### src/rtl/sr_cmd_debouncer.sv
// Command front-end for an SR flip-flop. Two raw request lines are synchronised and debounced.
// Each qualified press becomes a single, mutually exclusive s/r pulse.

module sr_cmd_deb_chan #(
  parameter int unsigned DEBOUNCE_CYCLES = 4
) (
  input  logic clk,
  input  logic reset_n,
  input  logic raw_i,
  output logic lvl_o,
  output logic rise_o
);

  localparam int unsigned CW = $clog2(DEBOUNCE_CYCLES);
  localparam logic [CW-1:0] CNT_ZERO = {CW{1'b0}};
  localparam logic [CW-1:0] CNT_ONE  = CW'(1'b1);
  localparam logic [CW-1:0] CNT_LAST = CW'(DEBOUNCE_CYCLES - 1);

  // Bit 1 is the accepted level, bit 0 marks a pending change.
  typedef enum logic [1:0] {
    ST_LOW    = 2'b00,
    ST_CHK_HI = 2'b01,
    ST_HIGH   = 2'b10,
    ST_CHK_LO = 2'b11
  } state_e;

  logic          sync_s1_q;
  logic          sync_s2_q;
  state_e        state_q;
  state_e        state_d;
  logic [CW-1:0] cnt_q;
  logic [CW-1:0] cnt_d;
  logic          rise_s;

  // Two-flop synchroniser; the raw pin feeds the first flop directly.
  always_ff @(posedge clk or negedge reset_n) begin
    if (!reset_n) begin
      sync_s1_q <= 1'b0;
      sync_s2_q <= 1'b0;
    end else begin
      sync_s1_q <= raw_i;
      sync_s2_q <= sync_s1_q;
    end
  end

  // Debounce state and stability counter.
  always_ff @(posedge clk or negedge reset_n) begin
    if (!reset_n) begin
      state_q <= ST_LOW;
      cnt_q   <= CNT_ZERO;
    end else begin
      state_q <= state_d;
      cnt_q   <= cnt_d;
    end
  end

  // Next-state logic: a change is accepted after DEBOUNCE_CYCLES consecutive mismatching samples.
  always_comb begin
    state_d = state_q;
    cnt_d   = cnt_q;
    rise_s  = 1'b0;
    case (state_q)
      ST_LOW, ST_CHK_HI: begin
        if (!sync_s2_q) begin
          state_d = ST_LOW;
          cnt_d   = CNT_ZERO;
        end else if (cnt_q == CNT_LAST) begin
          state_d = ST_HIGH;
          cnt_d   = CNT_ZERO;
          rise_s  = 1'b1;
        end else begin
          state_d = ST_CHK_HI;
          cnt_d   = cnt_q + CNT_ONE;
        end
      end
      ST_HIGH, ST_CHK_LO: begin
        if (sync_s2_q) begin
          state_d = ST_HIGH;
          cnt_d   = CNT_ZERO;
        end else if (cnt_q == CNT_LAST) begin
          state_d = ST_LOW;
          cnt_d   = CNT_ZERO;
        end else begin
          state_d = ST_CHK_LO;
          cnt_d   = cnt_q + CNT_ONE;
        end
      end
      default: begin
        state_d = ST_LOW;
        cnt_d   = CNT_ZERO;
      end
    endcase
  end

  assign lvl_o  = state_q[1];
  assign rise_o = rise_s;

endmodule

module sr_cmd_debouncer #(
  parameter int unsigned DEBOUNCE_CYCLES = 4,
  parameter bit          SET_PRIORITY    = 1'b1
) (
  input  logic clk,
  input  logic reset_n,
  input  logic set_in,
  input  logic clr_in,
  input  logic en,
  output logic s,
  output logic r,
  output logic set_lvl,
  output logic clr_lvl,
  output logic conflict
);

  logic rise_set_s;
  logic rise_clr_s;
  logic s_q;
  logic s_d;
  logic r_q;
  logic r_d;
  logic conflict_q;
  logic conflict_d;

  sr_cmd_deb_chan #(.DEBOUNCE_CYCLES(DEBOUNCE_CYCLES)) u_set_chan (
    .clk    (clk),
    .reset_n(reset_n),
    .raw_i  (set_in),
    .lvl_o  (set_lvl),
    .rise_o (rise_set_s)
  );

  sr_cmd_deb_chan #(.DEBOUNCE_CYCLES(DEBOUNCE_CYCLES)) u_clr_chan (
    .clk    (clk),
    .reset_n(reset_n),
    .raw_i  (clr_in),
    .lvl_o  (clr_lvl),
    .rise_o (rise_clr_s)
  );

  // Pulse arbitration: on a simultaneous rise only the priority side fires, the other is dropped.
  always_comb begin
    s_d        = 1'b0;
    r_d        = 1'b0;
    conflict_d = 1'b0;
    if (en) begin
      conflict_d = rise_set_s & rise_clr_s;
      if (rise_set_s && rise_clr_s) begin
        s_d = SET_PRIORITY;
        r_d = ~SET_PRIORITY;
      end else begin
        s_d = rise_set_s;
        r_d = rise_clr_s;
      end
    end else begin
      s_d        = 1'b0;
      r_d        = 1'b0;
      conflict_d = 1'b0;
    end
  end

  // Registered pulse outputs, aligned with the level update.
  always_ff @(posedge clk or negedge reset_n) begin
    if (!reset_n) begin
      s_q        <= 1'b0;
      r_q        <= 1'b0;
      conflict_q <= 1'b0;
    end else begin
      s_q        <= s_d;
      r_q        <= r_d;
      conflict_q <= conflict_d;
    end
  end

  assign s        = s_q;
  assign r        = r_q;
  assign conflict = conflict_q;

endmodule

### config.mk
export PLATFORM = sky130hd
export DESIGN_NAME = sr_cmd_debouncer
export DESIGN_NICKNAME = d
export VERILOG_FILES = /design/src/rtl/sr_cmd_debouncer.sv
export SDC_FILE = /design/constraint.sdc
export NUM_CORES = 1
export LEC_CHECK = 0
export BUFFER_PORTS_ARGS = -buffer_cell sky130_fd_sc_hd__buf_2
export CAP_MARGIN = 5
export CORE_AREA = 2 2 39 41
export CTS_CLUSTER_DIAMETER = 100
export CTS_CLUSTER_SIZE = 12
export DETAILED_ROUTE_END_ITERATION = 8
export DIE_AREA = 0 0 41 43
export GPL_TIMING_DRIVEN = 1
export PLACE_DENSITY = 0.64
export SLEW_MARGIN = 20
export SYNTH_ARGS = -nofsm -noshare
export SYNTH_HDL_FRONTEND = slang
export SYNTH_SLANG_ARGS = --single-unit
### constraint.sdc
create_clock -name clk -period 2.8 [get_ports clk]
set_input_delay 0.14 -clock clk [delete_from_list [all_inputs] [get_ports clk]]
set_output_delay 0.14 -clock clk [all_outputs]
set_load 0.03 [all_outputs]
==> results of run 1 <==
[cells in the mapped netlist]
| master | number |
|---|---|
| nand2_1 | 1 |
| nor3_2 | 1 |
| a31oi_1 | 1 |
| xnor2_1 | 2 |
| nor3b_1 | 1 |
| o21ai_0 | 1 |
| dfrtp_1 | 13 |
| nand4b_1 | 1 |
| nor3_1 | 2 |
| ha_1 | 2 |
| mux2_2 | 1 |
| nor2b_1 | 2 |
| inv_1 | 1 |
[area by class of cell]
cell class,count,share of cell area [%]
Clock buffer,3,3.96
Clock inverter,1,0.879
Inverter,1,0.659
Multi-Input combinational cell,15,20.7
Sequential cell,13,57.1
Tap cell,16,3.52
Timing Repair Buffer,12,13.2
[cell usage in the layout (no fill, tap or decap), drive strengths merged]
cell type / synthesis / routed
dfrtp: 13 / 13
buf: 0 / 9
clkbuf: 0 / 3
dlygate4sd3: 0 / 3
nor3: 3 / 3
xnor2: 2 / 2
nor2b: 2 / 2
ha: 2 / 2
mux2: 1 / 1
inv: 1 / 1
nand2: 1 / 1
o21ai: 1 / 1
nand4b: 1 / 1
a31oi: 1 / 1
nor3b: 1 / 1
clkinv: 0 / 1
[sequential cells by signal, indices dropped and copies added (netlist names)]
name	count
u_set_chan.sync_s1_q	1
u_clr_chan.cnt_q	2
u_set_chan.sync_s2_q	1
u_clr_chan.sync_s1_q	1
s	1
u_set_chan.cnt_q	2
u_clr_chan.state_q	1
r	1
u_set_chan.state_q	1
conflict	1
u_clr_chan.sync_s2_q	1
[worst paths after layout]
path                                        from                    end  slack, ps
min reg2reg                 u_clr_chan.sync_s1_q   u_clr_chan.sync_s2_q        350
max in group asynchronous                reset_n    u_set_chan.cnt_q[1]       2320
max reg2reg                  u_clr_chan.cnt_q[0]  u_clr_chan.state_q[1]       1800
max                        u_set_chan.state_q[1]                set_lvl       1740
min                                           en                      s        130
min in group asynchronous                reset_n                      s        260
[metrics by stage]
stage          utilization [%]  area, um2  total power (uW)  setup slack (ps)  hold slack, ps
2_1_floorplan                -        447               356              1840            -156
3_3_place_gp              37.0        512               391              1830            32.9
3_5_place_dp              37.0        512               395              1810            35.1
4_1_cts                   41.1        569               516              1720             119
5_1_grt                   41.1        569               547              1670             121
6_report                  41.1        569               507              1740             128
[power groups by stage]
stage | logic, uW | clock network, uW | registers [uW]
5_1_grt | 150 | 131 | 267
3_3_place_gp | 130 | 0 | 261
3_5_place_dp | 132 | 0 | 263
2_1_floorplan | 68.2 | 0 | 288
6_report | 133 | 115 | 258
4_1_cts | 137 | 120 | 259
[layer usage]
| metal | track usage, % | vias to the layer above | part of all wire, % | routed length (um) |
|---|---|---|---|---|
| met3 | 7.85 | 3 | 9.9 | 63 |
| met2 | 12.8 | 12 | 43 | 274 |
| met1 | 10.8 | 127 | 43 | 275 |
| met5 | 0 | - | 0 | 0 |
| li1 | - | 132 | - | - |
| met4 | 8.00 | 0 | 3.3 | 21 |
[cell families after synthesis]
| kind of cell | Yosys count | synth area share, % |
|---|---|---|
| AOI/OAI and AO/OA | 2 | 2.52 |
| xor gates and xnor gates | 2 | 3.92 |
| adders and majority gates | 2 | 5.60 |
| buffers and inverters | 1 | 0.840 |
| DFF | 13 | 72.8 |
| muxes | 1 | 2.52 |
| and+or+nand+nor | 8 | 11.8 |
==> results_dict.tcl, run 1 <==
set metrics [dict create \
    grt_max_degree 14 \
    area_delta_synth_final_pct 27.5 \
    worstHoldPathCells 2 \
    critical_path_depth 1 \
    ctsResizeCount 0 \
    p_leak_uw 0.000282 \
    rows 14 \
    nFillCells 135 \
    dr.pass1.iters 1 \
    clock_latency_ps 280 \
    endpoint_kind "output port" \
    fp.dieH_um 43 \
    route.vias.total 274 \
    final_hold_viol_count 0 \
    wl_um 635 \
    cts_hold_buffers 3 \
    max_slew_margin_pct 81.8 \
    ioPinCount 10 \
    hold_class "primary input to register" \
    cp_slowest_cell "dfrtp_1" \
    die_width_um 41 \
    antenna_found_initial 0 \
    synth_top_area_share_pct 72.8 \
    period_share_pct 37.9 \
    clkTransAtPathRegs_ps 80 \
    ys_seq_area_share_pct 72.8 \
    rsz0062_at_grt "no" \
    placed_cells 54 \
    io_buffers 9 \
    wl_per_cell_um 10.4 \
    dieArea_mm2 0.00176 \
    root_buffer "clkbuf_4" \
    swShare_pct 32.7 \
    maxSlewViolCount 0 \
    grt_use_total_pct 10.2 \
    path_max_fanout 5 \
    crit_buf_inv 1 \
    n_antenna_cell 0 \
    path_cells "buf_2" \
    tns_ps 0 \
    p_switching_uw 166 \
    start_kind "register" \
    multiInputGateArea_um2 118 \
    hpwl_um 461 \
    p_int_uw 341 \
    grt_pass1_wl_mm 1.09 \
    drive_above_1_share_pct 33.3 \
    critPathTopFamily "flip-flops" \
    clkPwrFrac_pct 22.7 \
    fin_cells 61 \
    synth.avg_cell_area_um2 15.4 \
    synth-seq-cells 13 \
    synth_cells 29 \
    pwr_density_cell_mw_per_mm2 890 \
    seq_area_um2 325 \
    numCtsBuffers 3 \
    nets 53 \
    crit_type "register to output port" \
    fmaxAchievable_mhz 942 \
    clkSinkCount 13 \
    max_cap_violations 0 \
    finalSetupViolations 0 \
    cp.arrival_ps 920 \
    required_ps 2660 \
    syn_area_um2 447 \
    tightestPinTransition_ps 273 \
    seqPwrFrac_pct 51.0 \
    place_congestion 0.659 \
    htreeDepth 1 \
    status "finished clean" \
    tritoncts "done" \
    postRouteAntennaNets 0 \
    synthesis.nets 36 \
    drcViolationCount 0 \
    synth_largest_area_cell "dfrtp_1" \
    grt_pass1_vias 276 \
    core_mm2 0.00138 \
    critPathMaxStageDelay_ps 420 \
    ys_types 13 \
    fin_crit_ps 1060 \
    drt_iter0_drc 0 \
    overflow 0 \
    avgViaCountPerCell 4.49 \
    p_comb_share_pct 26.3 \
    initial_core_util_pct 32.3 \
    peakVddDrop_v 0.000288 \
    skew_ps 6.13 \
    synth.area.top_cells "dfrtp_1 73%, ha_1 5.6%, xnor2_1 3.9%" \
    cts_setup_buffers 0 \
    synth-warning-count 0 \
    cts_buffer_depth 2 \
    reg2regPathDepth 2 \
]
Note: power is estimated with default switching activity, not from simulation.
==> run 2: changes to the inputs <==
Settings changed: PLACE_DENSITY 0.64 to 0.66.
Clock period 2.8 ns to 0.93 ns, I/O delays scaled along.
==> run 2 against run 1 <==
Net effect: the flow now finishes with violations (setup timing); worst hold slack lost 79 ps; critical endpoint is now u_clr_chan.state_q[1]; critical path depth grew 1; clock-buffer cell count is the same; global-route usage grew 1.1 points; critical path type is now register to register; largest cell class unchanged; final area grew 14%; sequential cell count is the same; via count grew 9.9%; first-iteration DRC count grew 2; die area is the same; wire length grew 14%.
==> results_dict.tcl, run 2 (same netlist as run 1, synthesis figures left out) <==
set metrics [dict create \
    drt_iter0_drc 2 \
    grt_use_total_pct 11.3 \
    cp_slowest_cell "dfrtp_1" \
    top_regs "u_clr_chan.cnt_q: 2 flops, u_set_chan.cnt_q: 2 flops" \
    hold_class "primary input to register" \
    overflow 0 \
    min_to "s" \
    tritoncts "done" \
    period_share_pct 106 \
    final_hold_viol_count 0 \
    hp-start "en" \
    root_buffer "clkbuf_4" \
    final_util_pct 46.7 \
    route.vias.total 301 \
    drcViolationCount 0 \
    worst_slack_ps -53.0 \
    fin_cells 64 \
    initial_core_util_pct 32.3 \
    avgViaCountPerCell 4.70 \
    path_max_fanout 3 \
    seq_area_um2 327 \
    mostFrequentLayoutCells "12 x dfrtp_1, 7 x buf_2, 3 x clkbuf_4, 3 x dlygate4sd3_1, 3 x buf_4" \
    grt_pass1_wl_mm 1.24 \
    post-place-ws_ps -49.8 \
    tns_ps -74.4 \
    ff2ff_setup_slack_ps -50 \
    multiInputGateArea_um2 159 \
    placed_cells 55 \
    nFillCells 122 \
    max_slew_margin_pct 80.9 \
    hpwl_um 474 \
    pwr_density_cell_mw_per_mm2 2770 \
    nets 56 \
    core_mm2 0.00138 \
    reg2reg_to "u_clr_chan.state_q[1]" \
    required_ps 1090 \
    endpoint_kind "register" \
    path_cells "ha_4, mux2_4" \
    htreeDepth 1 \
    fin_crit_ps 983 \
    crit_type "register to register" \
    maxSlewViolCount 0 \
    rsz0062_at_grt "yes" \
    dieArea_mm2 0.00176 \
    failed_checks "setup timing" \
    worstHoldPathCells 2 \
    grt_pass1_vias 293 \
    place_congestion 0.616 \
    critPathMaxStageDelay_ps 410 \
    wl_um 724 \
    clock_latency_ps 270 \
    drive_above_1_share_pct 47.9 \
    start_kind "register" \
    area_delta_synth_final_pct 44.8 \
    finalSetupViolations 3 \
    postRouteAntennaNets 0 \
    p_leak_uw 0.000306 \
    fmaxAchievable_mhz 1020 \
    antenna_found_initial 0 \
    wl_per_cell_um 11.3 \
    dr.pass1.iters 3 \
    peakVddDrop_v 0.00144 \
    ioPinCount 10 \
    n_antenna_cell 0 \
    cts_buffer_depth 2 \
    cp.arrival_ps 1150 \
    grt_max_degree 14 \
    die_width_um 41 \
    status "finished, violations left" \
    tightestPinTransition_ps 286 \
    max_cap_violations 0 \
    fp.dieH_um 43 \
    numCtsBuffers 3 \
    reg2regPathDepth 2 \
    skew_ps 5.70 \
    final_common_cell "dfrtp_1" \
    clkSinkCount 13 \
    rows 14 \
    hold-worst-slack_ps 48.9 \
    r2r-start "u_clr_chan.cnt_q[0]" \
    io_buffers 9 \
    clkTransAtPathRegs_ps 80 \
]
-- run 2: cell count changes in the layout (fill, tap and decap cells not counted), sizes merged --
cell  delta
buf      +3
-- run 2: through the flow --
stage	power, uW	cell area, um2
floorplan	1090	457
CTS	1760	631
finish	1790	647
global placement	1220	529
detailed placement	1240	529
global route	1920	647
-- run 2: report_power, final --
| group | switching (uW) | total, uW | leakage, uW | internal (uW) |
|---|---|---|---|---|
| clock network | 178 | 337 | 0.0000177 | 159 |
| logic | 278 | 639 | 0.000125 | 361 |
| registers | 119 | 812 | 0.000163 | 694 |
-- run 2: layer usage --
metal  global-route usage [%]  part of all wire [%]  vias to the layer above
li1                         -                     -                      140
met1                     14.0                    44                      151
met2                     15.0                    49                       10
met3                     6.28                   6.6                        0
met4                     6.00                     0                        0
met5                        0                     0                        -
-- run 2: worst max path at each step --
stage	slack (ps)	end	from	depth (start not counted)
2_1_floorplan	-20	u_clr_chan.state_q[1]	u_clr_chan.cnt_q[0]	2
3_3_place_gp	-30	u_clr_chan.state_q[1]	u_clr_chan.cnt_q[0]	2
3_5_place_dp	-50	u_clr_chan.state_q[1]	u_clr_chan.cnt_q[0]	2
4_1_cts	-60	u_clr_chan.state_q[1]	u_clr_chan.cnt_q[0]	2
5_1_grt	-110	r	u_clr_chan.cnt_q[0]	3
6_report	-50	u_clr_chan.state_q[1]	u_clr_chan.cnt_q[0]	2
-- run 2: worst max-delay path, delay by kind of cell (launching register included) --
kind | cells | cell delay [ps]
adders and majority gates | 1 | 180
DFF | 1 | 410
muxes | 1 | 290
-- run 2: timing repair --
action / CTS / global route
gates resized for setup: 8 / 3
hold endpoints to repair: 15 / 0
hold buffers: 3 / 0
setup endpoints to repair: 7 / 9
pin swaps: 1 / 1
setup buffers: 1 / 1
-- run 2: final cells by class --
class                           instances  area share (%)
Clock inverter                          1           0.774
Clock buffer                            3            3.48
Inverter                                1           0.580
Tap cell                               16            3.09
Timing Repair Buffer                   15            17.0
Sequential cell                        13            50.5
Multi-Input combinational cell         15            24.6
